## config.mk

```make
export PLATFORM = sky130hd
export DESIGN_NAME = window_loader
export DESIGN_NICKNAME = d
export VERILOG_FILES = /design/src/rtl/window_loader.sv
export SDC_FILE = /design/constraint.sdc
export NUM_CORES = 1
export LEC_CHECK = 0
export BUFFER_PORTS_ARGS = -buffer_cell sky130_fd_sc_hd__buf_2
export CAP_MARGIN = 20
export CORE_AREA = 2 2 93 95
export DETAILED_ROUTE_END_ITERATION = 10
export DIE_AREA = 0 0 95 97
export HOLD_SLACK_MARGIN = 0.08
export MAX_ROUTING_LAYER = met4
export PLACE_DENSITY = 0.75
export SKIP_LAST_GASP = 1
export SLEW_MARGIN = 5
export SYNTH_ARGS = -nofsm -noshare
export SYNTH_HDL_FRONTEND = slang
export SYNTH_SLANG_ARGS = --single-unit
```

## constraint.sdc

```tcl
create_clock -name clk -period 2.8 [get_ports clk]
set_input_delay 0.42 -clock clk [delete_from_list [all_inputs] [get_ports clk]]
set_output_delay 0.42 -clock clk [all_outputs]
set_load 0.03 [all_outputs]
```

## src/rtl/window_loader.sv

```systemverilog
// window_loader: APB initiator that streams FFT_SIZE window coefficients from an
// AXI-Stream sink into a window_func instance. It first forces the responder to
// IDLE, then loads every coefficient word and finally arms the responder with
// CHANGE STATE, confirming WAIT through the status register.
//
// Optional build macro WINDOW_LOADER_READBACK_EN: each coefficient write is
// followed by a VERIFY read of the same word, and a mismatch aborts the run
// with err_code[3].
module window_loader #(
  parameter int FFT_SIZE = 8192,
  parameter int APB_AW   = $clog2(FFT_SIZE-1)+3
) (
  input  logic              clk,
  input  logic              rst,
  input  logic              start,
  output logic              busy,
  output logic              done,
  output logic              err,
  output logic [3:0]        err_code,
  input  logic              coef_tvalid,
  output logic              coef_tready,
  input  logic              coef_tlast,
  input  logic [31:0]       coef_tdata,
  output logic              psel,
  output logic              penable,
  output logic              pwrite,
  output logic [APB_AW-1:0] paddr,
  output logic [31:0]       pwdata,
  input  logic [31:0]       prdata
);

  localparam int KW = $clog2(FFT_SIZE)+1;
  localparam logic [APB_AW-1:0] CTRL_ADDR = APB_AW'(FFT_SIZE*4);
  localparam logic [APB_AW-1:0] STAT_ADDR = APB_AW'((FFT_SIZE+1)*4);
  localparam logic [KW-1:0]     K_LAST    = KW'(FFT_SIZE-1);
  localparam logic [KW-1:0]     K_END     = KW'(FFT_SIZE);
  localparam logic [KW-1:0]     K_ONE     = KW'(1);

  localparam logic [31:0] CTRL_SRST_SET = 32'h0000_0001;
  localparam logic [31:0] CTRL_CLEAR    = 32'h0000_0000;
  localparam logic [31:0] CTRL_CHANGE   = 32'h0000_0100;

  localparam logic [1:0] RS_IDLE = 2'd0;
  localparam logic [1:0] RS_WAIT = 2'd1;

  typedef enum logic [3:0] {
    ST_IDLE,
    ST_CLR1,
    ST_CLR0,
    ST_STAT0,
    ST_FETCH,
    ST_LOAD,
`ifdef WINDOW_LOADER_READBACK_EN
    ST_VERIFY,
`endif
    ST_GO,
    ST_STAT1,
    ST_DONE,
    ST_ERR
  } state_t;

  state_t            r_state;
  logic              r_phase;   // 0 = APB setup cycle, 1 = APB access cycle
  logic [KW-1:0]     r_k;
  logic              r_busy;
  logic              r_done;
  logic              r_err;
  logic [3:0]        r_err_code;
  logic              r_tready;
  logic              r_psel;
  logic              r_penable;
  logic              r_pwrite;
  logic [APB_AW-1:0] r_paddr;
  logic [31:0]       r_pwdata;

  logic [KW-1:0]     w_k_next;
  logic [APB_AW-1:0] w_coef_addr;
  logic              w_hs;
  logic              w_last_bad;
  logic              w_unused_prdata;

  assign w_k_next    = r_k + K_ONE;
  assign w_coef_addr = APB_AW'({r_k, 2'b00});
  assign w_hs        = coef_tvalid && r_tready;
  // tlast must sit exactly on the final coefficient; anything else is a framing error.
  assign w_last_bad  = (coef_tlast && (r_k < K_LAST)) || (!coef_tlast && (r_k == K_LAST));
  // Only the status FSM field of prdata matters in the default build.
  assign w_unused_prdata = ^{prdata[31:10], prdata[7:0]};

  assign busy        = r_busy;
  assign done        = r_done;
  assign err         = r_err;
  assign err_code    = r_err_code;
  assign coef_tready = r_tready;
  assign psel        = r_psel;
  assign penable     = r_penable;
  assign pwrite      = r_pwrite;
  assign paddr       = r_paddr;
  assign pwdata      = r_pwdata;

  // Sequencer FSM: every output is registered and set up one cycle ahead of use.
  always_ff @(posedge clk) begin
    if (rst) begin
      r_state    <= ST_IDLE;
      r_phase    <= 1'b0;
      r_k        <= '0;
      r_busy     <= 1'b0;
      r_done     <= 1'b0;
      r_err      <= 1'b0;
      r_err_code <= 4'b0000;
      r_tready   <= 1'b0;
      r_psel     <= 1'b0;
      r_penable  <= 1'b0;
      r_pwrite   <= 1'b0;
      r_paddr    <= '0;
      r_pwdata   <= 32'h0000_0000;
    end else begin
      r_done <= 1'b0;
      r_err  <= 1'b0;
      case (r_state)
        ST_IDLE: begin
          if (start) begin
            r_state    <= ST_CLR1;
            r_phase    <= 1'b0;
            r_k        <= '0;
            r_busy     <= 1'b1;
            r_err_code <= 4'b0000;
            r_psel     <= 1'b1;
            r_penable  <= 1'b0;
            r_pwrite   <= 1'b1;
            r_paddr    <= CTRL_ADDR;
            r_pwdata   <= CTRL_SRST_SET;
          end else begin
            r_state <= ST_IDLE;
          end
        end
        ST_CLR1: begin
          if (!r_phase) begin
            r_phase   <= 1'b1;
            r_penable <= 1'b1;
          end else begin
            // Toggling bit0 back guarantees a soft reset edge in the responder.
            r_state   <= ST_CLR0;
            r_phase   <= 1'b0;
            r_penable <= 1'b0;
            r_pwdata  <= CTRL_CLEAR;
          end
        end
        ST_CLR0: begin
          if (!r_phase) begin
            r_phase   <= 1'b1;
            r_penable <= 1'b1;
          end else begin
            r_state   <= ST_STAT0;
            r_phase   <= 1'b0;
            r_penable <= 1'b0;
            r_pwrite  <= 1'b0;
            r_paddr   <= STAT_ADDR;
            r_pwdata  <= CTRL_CLEAR;
          end
        end
        ST_STAT0: begin
          if (!r_phase) begin
            r_phase   <= 1'b1;
            r_penable <= 1'b1;
          end else if (prdata[9:8] != RS_IDLE) begin
            r_state       <= ST_ERR;
            r_err         <= 1'b1;
            r_busy        <= 1'b0;
            r_err_code[0] <= 1'b1;
            r_psel        <= 1'b0;
            r_penable     <= 1'b0;
          end else begin
            r_state   <= ST_FETCH;
            r_phase   <= 1'b0;
            r_psel    <= 1'b0;
            r_penable <= 1'b0;
            r_tready  <= 1'b1;
          end
        end
        ST_FETCH: begin
          if (w_hs && w_last_bad) begin
            r_state       <= ST_ERR;
            r_err         <= 1'b1;
            r_busy        <= 1'b0;
            r_err_code[1] <= 1'b1;
            r_tready      <= 1'b0;
          end else if (w_hs) begin
            r_state   <= ST_LOAD;
            r_phase   <= 1'b0;
            r_tready  <= 1'b0;
            r_psel    <= 1'b1;
            r_penable <= 1'b0;
            r_pwrite  <= 1'b1;
            r_paddr   <= w_coef_addr;
            r_pwdata  <= coef_tdata;
          end else begin
            r_state <= ST_FETCH;
          end
        end
        ST_LOAD: begin
          if (!r_phase) begin
            r_phase   <= 1'b1;
            r_penable <= 1'b1;
          end else begin
            r_k     <= w_k_next;
            r_phase <= 1'b0;
`ifdef WINDOW_LOADER_READBACK_EN
            // Re-read the word just written; paddr and pwdata are held for the compare.
            r_state   <= ST_VERIFY;
            r_penable <= 1'b0;
            r_pwrite  <= 1'b0;
`else
            if (w_k_next == K_END) begin
              r_state   <= ST_GO;
              r_penable <= 1'b0;
              r_pwrite  <= 1'b1;
              r_paddr   <= CTRL_ADDR;
              r_pwdata  <= CTRL_CHANGE;
            end else begin
              r_state   <= ST_FETCH;
              r_psel    <= 1'b0;
              r_penable <= 1'b0;
              r_pwrite  <= 1'b0;
              r_tready  <= 1'b1;
            end
`endif
          end
        end
`ifdef WINDOW_LOADER_READBACK_EN
        ST_VERIFY: begin
          if (!r_phase) begin
            r_phase   <= 1'b1;
            r_penable <= 1'b1;
          end else if (prdata != r_pwdata) begin
            r_state       <= ST_ERR;
            r_phase       <= 1'b0;
            r_err         <= 1'b1;
            r_busy        <= 1'b0;
            r_err_code[3] <= 1'b1;
            r_psel        <= 1'b0;
            r_penable     <= 1'b0;
          end else if (r_k == K_END) begin
            r_state   <= ST_GO;
            r_phase   <= 1'b0;
            r_penable <= 1'b0;
            r_pwrite  <= 1'b1;
            r_paddr   <= CTRL_ADDR;
            r_pwdata  <= CTRL_CHANGE;
          end else begin
            r_state   <= ST_FETCH;
            r_phase   <= 1'b0;
            r_psel    <= 1'b0;
            r_penable <= 1'b0;
            r_tready  <= 1'b1;
          end
        end
`endif
        ST_GO: begin
          if (!r_phase) begin
            r_phase   <= 1'b1;
            r_penable <= 1'b1;
          end else begin
            r_state   <= ST_STAT1;
            r_phase   <= 1'b0;
            r_penable <= 1'b0;
            r_pwrite  <= 1'b0;
            r_paddr   <= STAT_ADDR;
            r_pwdata  <= CTRL_CLEAR;
          end
        end
        ST_STAT1: begin
          if (!r_phase) begin
            r_phase   <= 1'b1;
            r_penable <= 1'b1;
          end else if (prdata[9:8] == RS_WAIT) begin
            r_state   <= ST_DONE;
            r_phase   <= 1'b0;
            r_done    <= 1'b1;
            r_busy    <= 1'b0;
            r_psel    <= 1'b0;
            r_penable <= 1'b0;
          end else begin
            r_state       <= ST_ERR;
            r_phase       <= 1'b0;
            r_err         <= 1'b1;
            r_busy        <= 1'b0;
            r_err_code[2] <= 1'b1;
            r_psel        <= 1'b0;
            r_penable     <= 1'b0;
          end
        end
        ST_DONE: begin
          // start is deliberately not looked at here.
          r_state <= ST_IDLE;
        end
        ST_ERR: begin
          r_state <= ST_IDLE;
          r_phase <= 1'b0;
        end
        default: begin
          r_state   <= ST_IDLE;
          r_phase   <= 1'b0;
          r_busy    <= 1'b0;
          r_tready  <= 1'b0;
          r_psel    <= 1'b0;
          r_penable <= 1'b0;
        end
      endcase
    end
  end

endmodule

```

==> flow_summary.ini, run 1 <==
[outcome]
outcome = completed

[logic_synthesis]
async_flop_share_pct = 0
synth-edff-count = 0
synth_ff_type = dfxtp_1
synth.distinct_cells = 67
synth_seq_cells = 75
syn_inst = 492
netlist_area_um2 = 4130
ys_seq_area_share_pct = 36.4
syn_area_per_cell_um2 = 8.39
ys_warn_count = 0

[layout]
layout_common_cells = 94 x buf_2, 75 x dfxtp_1, 66 x nand2_1, 53 x a21oi_1, 35 x nor2_1
areaGrowthSynthToFinish_pct = 17.4
post-route-util_pct = 59.6
layout_commonest_cell = buf_2
final_nets = 634
diodes = 0
drive_gt1_share_pct = 29.2
fill_cells = 725
design_area_um2 = 4850

[critical_path]
crit_path_max_fanout = 9
crit_end = psel$_SDFFE_PP0P_
worstReg2RegStart = r_k[0]$_SDFFE_PP0P_
cp.arrival_ps = 2830
crit_start = r_k[0]$_SDFFE_PP0P_
reg2reg_setup_slack_ps = 200
r2r_end = psel$_SDFFE_PP0P_
required_ps = 3040
r2r_cells = 7
endpoint_kind = flip-flop
critPathLaunchType = flip-flop
worstSetupPathType = reg -> reg

[power]
power_density_nw_per_um2 = 668
ir_drop_uv = 391
leakagePower_uw = 0.00180

[sta]
fmax_mhz = 385
slew_violations = 0
slew_headroom_pct = 34.5
fin_crit_sh_pct = 92.8
worstMarginPinSlew_ps = 975
rsz0062_at_grt = false
skew_ps = 11.7
period_needed_ps = 2600
finalWorstSetupSlack_ps = 202
tns_ps = 0
hold_viol = 0
setup_viol = 0

[floorplan]
initial_utilization_pct = 50.8
io_pins = 128
die-area_um2 = 9220
core_um2 = 8130
rows = 33
die_x_um = 95
die-height_um = 97

[route]
drt_iter0_markers = 306
routed_wl_um = 11100
wl_per_cell_um = 16.5
detail_route.vias_per_cell = 5.94
first_pass_iters = 6
remaining_drc_errors = 0
via_count = 3999
ant_nets = 0

[clock_tree]
cts_buffer_depth = 2
clock_latency_ps = 350
clock_sinks = 75
h-tree-depth = 3
cts-root-buf = clkbuf_8
cts_tree = built
cts_hold_buf = 0
clkTransAtPathRegs_ps = 90
cts_buffers = 9

[job]
maxCapViolations = 0

[global_route]
grt_overflow = 0
antenna_found_initial = 0
grt_max_degree = 57
grt_pass1_vias = 3651
grt_pass1_wl_um = 17500
track_usage_pct = 24.3

[placed_design]
pre_cts_ws_ps = 233
placed_area_um2 = 4610
portBuffers = 94
place.gp.congestion = 0.978
dpl.hpwl_um = 7590

[worst_hold_path]
hp-class = in -> reg
[flip-flops by register name, summed over array words and instances, names as in the netlist]
register     flops
pwdata          32
done             1
paddr           14
r_state          4
busy             1
err              1
penable          1
pwrite           1
r_phase          1
r_k             14
coef_tready      1
err_code         3
psel             1
[logic make-up after synthesis]
logic type                 count (synthesis)  synth area share, %
other                                      1               0.0908
DFF                                       75                 36.4
muxes                                      4                 1.03
buffers and inverters                     61                 8.24
and+or+nand+nor                          176                 22.0
adders and majority gates                  2                0.606
AOI/OAI and AO/OA                        168                 30.6
xor gates and xnor gates                   5                 1.06
[cells in the mapped netlist (3+ instances only)]
cell type,number,area (µm²)
nor4_1,5,31.3
dfxtp_1,75,1500
o211ai_1,3,22.5
and3_1,3,18.8
a21oi_1,53,265
xnor2_1,4,35.0
a32oi_1,13,114
or3_1,8,50.1
o21ai_1,3,15.0
nand4_1,5,31.3
o21ai_0,31,155
nor3_1,17,85.1
buf_6,7,78.8
a311oi_2,21,315
o31ai_1,4,30.0
nand3_1,9,45.0
a22oi_1,3,22.5
nor2_1,35,131
nand2b_1,3,18.8
inv_1,7,26.3
nand2_1,66,248
a41oi_1,3,26.3
buf_2,9,45.0
clkbuf_2,5,25.0
a311oi_1,8,70.1
clkbuf_1,22,82.6
nor2b_1,6,37.5
buf_4,11,82.6
a31oi_1,4,25.0
[worst min path at each step]
stage	from	end	slack (ps)	depth (start not counted)
floorplan	r_k[1]$_SDFFE_PP0P_	r_k[1]$_SDFFE_PP0P_	520	2
CTS	coef_tdata[29]	pwdata[29]$_SDFFE_PP0P_	330	3
finish	coef_tdata[25]	pwdata[25]$_SDFFE_PP0P_	340	3
global route	coef_tdata[26]	pwdata[26]$_SDFFE_PP0P_	340	3
global placement	paddr[5]$_SDFFE_PP0P_	paddr[5]$_SDFFE_PP0P_	450	2
detailed placement	psel$_SDFFE_PP0P_	psel$_SDFFE_PP0P_	460	2
[per-stage QoR]
step	total power, µW	hold WS, ps	cells
final	3240	341	673
after detailed placement	2220	459	657
after CTS	3240	331	673
after global routing	3390	339	673
after global placement	2200	448	657
after floorplan	1930	525	494
[worst max-delay path, cell delays in order (launching register included)]
cell and delay (ps):
dfxtp_1 370, ha_2 270, nand4_1 140, o31a_1 350
o21a_1 370, a2111oi_0 610, o31ai_1 210, mux2i_1 160
[power breakdown]
part	leakage (µW)	internal [µW]	switching [µW]	total, µW
clock network	0.000121	596	428	1020
registers	0.000606	1130	46.3	1170
logic	0.00108	338	703	1040
[layer usage]
metal  up-vias  GRT usage (%)  routed length, µm
met4         0           7.36                198
met3        24           5.53               1060
met5         -              -                  0
met1      1817           32.3               4850
li1       1965              -                  -
met2       193           36.8               4960
[timing repair]
item	4_1_cts	5_1_grt
buffers inserted	0	0
gates resized for setup	0	1
endpoints found under the setup margin	0	3
[cell type report]
cell class              instances  area, µm²  share of cell area [%]
inverters                       7       26.3                   0.542
repair buffers                112        643                    13.3
clock inverters                 6        113                    2.32
multi-input cells             358       2310                    47.6
well taps                     105        131                    2.71
clock buffers                  10        128                    2.63
flip-flops and latches         75       1500                    31.0
Note: power is estimated with default switching activity, not from simulation.
==> run 2, diff against run 1 <==
--- a/config.mk
+++ b/config.mk
@@ -5,14 +5,16 @@
 export SDC_FILE = /design/constraint.sdc
 export NUM_CORES = 1
 export LEC_CHECK = 0
+export ABC_AREA = 1
 export BUFFER_PORTS_ARGS = -buffer_cell sky130_fd_sc_hd__buf_2
 export CAP_MARGIN = 20
-export CORE_AREA = 2 2 93 95
+export CORE_AREA = 2 2 96 98
 export DETAILED_ROUTE_END_ITERATION = 10
-export DIE_AREA = 0 0 95 97
+export DIE_AREA = 0 0 98 100
 export HOLD_SLACK_MARGIN = 0.08
 export MAX_ROUTING_LAYER = met4
-export PLACE_DENSITY = 0.75
+export PLACE_DENSITY = 0.71
+export SETUP_SLACK_MARGIN = 0.5
 export SKIP_LAST_GASP = 1
 export SLEW_MARGIN = 5
 export SYNTH_ARGS = -nofsm -noshare
==> constraint.sdc (replaced) <==
create_clock -name clk -period 2.2 [get_ports clk]
set_input_delay 0.33 -clock clk [delete_from_list [all_inputs] [get_ports clk]]
set_output_delay 0.33 -clock clk [all_outputs]
set_load 0.03 [all_outputs]
==> flow_summary.ini, run 2 <==
[outcome]
outcome = finished with violations
violations = negative setup slack

[clock_tree]
cts_buffer_depth = 2
cts_tree = built
cts_buffers = 9
cts-root-buf = clkbuf_8
clock_sinks = 75
clkTransAtPathRegs_ps = 90
cts_hold_buf = 0
h-tree-depth = 3
clock_latency_ps = 360

[logic_synthesis]
synth_top_family_by_area = simple AND/OR/NAND/NOR gates
syn_area_per_cell_um2 = 6.25
syn_inst = 626
ys_warn_count = 0
synth_area_leader_cell = dfxtp_1
ys_seq_area_share_pct = 38.4
synth-compound-area-share_pct = 11.6
synth.most_common_cell = nand2_1
yosys.area_share.simple_pct = 39.1
synthMuxAreaShare_pct = 0
synth.distinct_cells = 33
synth_xor_area_share_pct = 0
async_flop_share_pct = 0
netlist_area_um2 = 3920
synth_seq_cells = 75
yosys.area.top_type_share_pct = 38.4
synth-edff-count = 0
synthAdderAreaFrac_pct = 0.639
synth_ff_type = dfxtp_1
synth_common_cells = 195 x nand2_1, 100 x nor2_1, 75 x dfxtp_1, 60 x a21oi_1
synthTopCellsByArea = dfxtp_1 38%, nand2_1 19%, nor2_1 9.6%, a21oi_1 7.7%, nand3_1 7.0%

[placed_design]
pre_cts_ws_ps = -50.9
portBuffers = 94
dpl.hpwl_um = 7120
place.gp.congestion = 0.883

[route]
remaining_drc_errors = 0
routed_wl_um = 12300
first_pass_iters = 5
via_count = 4507
drt_iter0_markers = 239
detail_route.vias_per_cell = 5.16
ant_nets = 0
wl_per_cell_um = 14.0

[worst_hold_path]
hp-class = in -> reg
whs_path_depth = 2

[floorplan]
initial_utilization_pct = 44.0
die-height_um = 100
core_um2 = 8890
io_pins = 128
die-area_um2 = 9800
rows = 35
die_x_um = 98

[critical_path]
cp.arrival_ps = 2450
required_ps = 2440
cp_cell_sequence = ha_4, nand3_4, nor2_4, nand2_2, nand2_1, nand2_2, nor2_4, nand3_2, o21bai_4, buf_12, clkbuf_16, nand3_1, nand2_1, nor2_1
reg2reg_setup_slack_ps = -20
critical-path-slowest-cell = dfxtp_4
slowest_delay_ps = 380
endpoint_kind = flip-flop
r2r_cells = 14
critPathLaunchType = flip-flop
worstSetupPathType = reg -> reg
crit_path_max_fanout = 8

[global_route]
grt_pass1_vias = 4020
antenna_found_initial = 0
track_usage_pct = 23.1
grt_max_degree = 49
grt_overflow = 0
grt_pass1_wl_um = 18400

[sta]
slew_violations = 0
fmax_mhz = 451
slew_headroom_pct = 65.3
skew_ps = 14.7
hold_viol = 0
fin_crit_sh_pct = 101
rsz0062_at_grt = true
setup_viol = 2
tns_ps = -28.2
period_needed_ps = 2220
worstMarginPinSlew_ps = 521
finalWorstSetupSlack_ps = -16.4

[power]
ir_drop_uv = 699
leakagePower_uw = 0.00265
power_density_nw_per_um2 = 1490

[layout]
diodes = 0
areaGrowthSynthToFinish_pct = 44.1
layout_commonest_cell = nand2_1
drive_gt1_share_pct = 33.7
layout_common_cells = 179 x nand2_1, 94 x buf_2, 85 x nor2_1, 65 x dfxtp_1, 54 x a21oi_1
fill_cells = 741
final_nets = 828
largest_reg_flops = 32

[job]
maxCapViolations = 0
[run 2: changes by cell type after synthesis, sizes merged, moves of 23 or more]
cell	change
inv	+51
nor2	+69
nand2	+131
a311oi	-29
nand3	+46
o21ai	-23
[run 2: final timing paths]
kind                                  end              startpoint
setup / recovery  pwdata[13]$_SDFFE_PP0P_     r_k[0]$_SDFFE_PP0P_
hold / removal            done$_SDFF_PP0_               prdata[9]
setup reg to reg  pwdata[13]$_SDFFE_PP0P_     r_k[0]$_SDFFE_PP0P_
hold reg to reg    pwdata[8]$_SDFFE_PP0P_  pwdata[8]$_SDFFE_PP0P_
[run 2: power by group]
part / total, µW / internal [µW] / switching, µW
Clock: 1030 / 473 / 559
Combinational: 5240 / 2010 / 3230
Sequential: 2150 / 1870 / 278
[run 2: cell type report]
class	instances	area [µm²]	area share (%)
clock buffer	11	151	2.68
clock inverter	5	37.5	0.665
inverter	58	224	3.97
multi-input combinational	461	2370	42.0
sequential	75	1520	27.0
tap	111	139	2.46
timing repair buffer	152	1200	21.3
[run 2: timing repair]
item | 4_1_cts | 5_1_grt
endpoints found under the setup margin | 72 | 72
pin swaps | 5 | 44
resized for setup | 33 | 76
setup buffers | 13 | 12
gates cloned | 4 | 8
[run 2: worst max-delay path, delay by kind of cell (launching register included)]
family                   cells  cell delay (ps)
buffers and inverters        2              360
flip-flops                   1              380
AO/OA/AOI/OAI                1              220
adder cells (fa/ha/maj)      1              170
AND/OR/NAND/NOR             10              940
[run 2: cell families (layout without fill, tap and decap cells)]
group | Yosys count | count (layout)
AOI/OAI and AO/OA | 83 | 83
buffers and inverters | 92 | 226
and+or+nand+nor | 373 | 373
adders and majority gates | 2 | 2
DFF | 75 | 75
other | 1 | 3
[run 2: metrics by stage]
stage	total power [µW]	util, %	cells	area, µm²	hold WS [ps]
2_1_floorplan	5410	-	628	4010	408
3_3_place_gp	6220	51.9	820	4610	431
3_5_place_dp	6320	51.9	820	4610	441
4_1_cts	7850	57.4	853	5100	175
5_1_grt	9010	63.4	873	5640	178
6_report	8420	63.4	873	5640	182
[run 2: layer usage]
| metal | wire length, µm | global-route usage [%] |
|---|---|---|
| met3 | 736 | 3.41 |
| met1 | 5210 | 28.8 |
| met2 | 6070 | 38.3 |
| met5 | 0 | - |
| met4 | 237 | 8.44 |
==> run 3, diff against run 2 <==
--- a/config.mk
+++ b/config.mk
@@ -8,9 +8,9 @@
 export ABC_AREA = 1
 export BUFFER_PORTS_ARGS = -buffer_cell sky130_fd_sc_hd__buf_2
 export CAP_MARGIN = 20
-export CORE_AREA = 2 2 96 98
+export CORE_AREA = 2 2 81 115
 export DETAILED_ROUTE_END_ITERATION = 10
-export DIE_AREA = 0 0 98 100
+export DIE_AREA = 0 0 83 117
 export HOLD_SLACK_MARGIN = 0.08
 export MAX_ROUTING_LAYER = met4
 export PLACE_DENSITY = 0.71
==> flow_summary.ini, run 3 (synthesis results as in run 2) <==
[outcome]
outcome = completed

[sta]
fmax_mhz = 462
finalWorstSetupSlack_ps = 37.2
skew_ps = 4.93
setup_viol = 0
fin_crit_sh_pct = 98.3
hold_viol = 0
rsz0062_at_grt = true
slew_violations = 0
period_needed_ps = 2160

[power]
power_density_nw_per_um2 = 1570
leakagePower_uw = 0.00273
ir_drop_uv = 1380

[global_route]
track_usage_pct = 23.2
grt_max_degree = 54
grt_pass1_wl_um = 17800
antenna_found_initial = 0
grt_overflow = 0
grt_pass1_vias = 3944

[job]
maxCapViolations = 0

[critical_path]
required_ps = 2480
crit_path_max_fanout = 6
endpoint_kind = flip-flop
worstSetupPathType = reg -> reg
cp.arrival_ps = 2440
critPathLaunchType = flip-flop

[layout]
design_area_um2 = 5840
areaGrowthSynthToFinish_pct = 49.3
diodes = 0
fill_cells = 692
largest_reg_flops = 32
instances_no_fill = 865
layout_commonest_cell = nand2_1
final_nets = 825
layout_common_cells = 174 x nand2_1, 94 x buf_2, 79 x nor2_1, 65 x dfxtp_1, 53 x inv_1
drive_gt1_share_pct = 35.1

[placed_design]
pre_cts_ws_ps = -86.7
dpl.hpwl_um = 7390
place.gp.congestion = 0.975
placed_cells = 811
placed_area_um2 = 4550
portBuffers = 94

[clock_tree]
cts_tree = built
cts_buffers = 9
clkTransAtPathRegs_ps = 60
cts-root-buf = clkbuf_16
cts_buffer_depth = 2
h-tree-depth = 3
clock_sinks = 75
clock_latency_ps = 340

[floorplan]
die_x_um = 83
core_um2 = 8770
rows = 41
initial_utilization_pct = 44.6
io_pins = 128
die-area_um2 = 9710
die-height_um = 117

[route]
first_pass_iters = 5
detail_route.vias_per_cell = 5.42
ant_nets = 0
remaining_drc_errors = 0
drt_iter0_markers = 311
wl_per_cell_um = 16.1
via_count = 4690
routed_wl_um = 13900

[worst_hold_path]
hp-class = in -> reg
[run 3: metrics by stage]
stage          utilization, %  setup TNS [ps]  hold slack (ps)  total power [µW]
6_report                 66.6               0              203              9200
5_1_grt                  66.6            -690              204              9710
4_1_cts                  59.4               0              201              8100
3_5_place_dp             51.9           -1950              434              6290
3_3_place_gp             51.9            -249              431              6200
2_1_floorplan               -               0              408              5410
[run 3: worst max-delay path: stages (launching register included)]
cell       delay [ps]
dfxtp_4           370
ha_4              180
nand3_4            90
nor2_4            170
nand2_2            80
nand2_1            90
nand2_2            80
nor2_4            110
nand3_2           110
o21bai_4          210
buf_6             140
buf_8             140
clkbuf_16         160
a21oi_1            80
nor2_1             90
[run 3: worst paths after layout]
| path | slack [ps] | cells after the start | start | end |
|---|---|---|---|---|
| setup / recovery | 40 | 14 | r_k[1]$_SDFFE_PP0P_ | paddr[5]$_SDFFE_PP0P_ |
| hold / removal | 200 | 2 | prdata[9] | done$_SDFF_PP0_ |
| setup reg to reg | 40 | 14 | r_k[1]$_SDFFE_PP0P_ | paddr[5]$_SDFFE_PP0P_ |
| hold reg to reg | 450 | 2 | err_code[0]$_SDFFE_PP0P_ | err_code[0]$_SDFFE_PP0P_ |
[run 3: repair_timing]
| item | CTS | global route |
|---|---|---|
| setup buffers | 8 | 18 |
| hold buffers | 0 | 0 |
| pin swaps | 12 | 43 |
| cloned | 3 | 10 |
| gates resized for setup | 45 | 92 |
| endpoints found under the setup margin | 72 | 73 |
[run 3: per-layer routing]
layer | share of wire [%] | global-route usage (%) | vias up
met2 | 56 | 42.3 | 169
met4 | 3.1 | 11.6 | 0
met1 | 37 | 24.7 | 2238
li1 | - | - | 2251
met3 | 4.3 | 3.30 | 32
met5 | 0 | - | -
[run 3: power breakdown]
group	leakage [µW]	internal (µW)	total [µW]	switching (µW)
registers	0.000621	1870	2200	330
logic	0.00194	1950	5320	3370
clock network	0.000166	1120	1680	565
[run 3: final cells by class]
class / count / area, µm² / share of cell area [%]
multi-input cells: 463 / 2460 / 42.0
flip-flops and latches: 75 / 1520 / 26.0
repair buffers: 147 / 1170 / 20.0
clock buffers: 12 / 278 / 4.75
inverters: 58 / 221 / 3.79
well taps: 107 / 134 / 2.29
clock inverters: 3 / 67.6 / 1.16
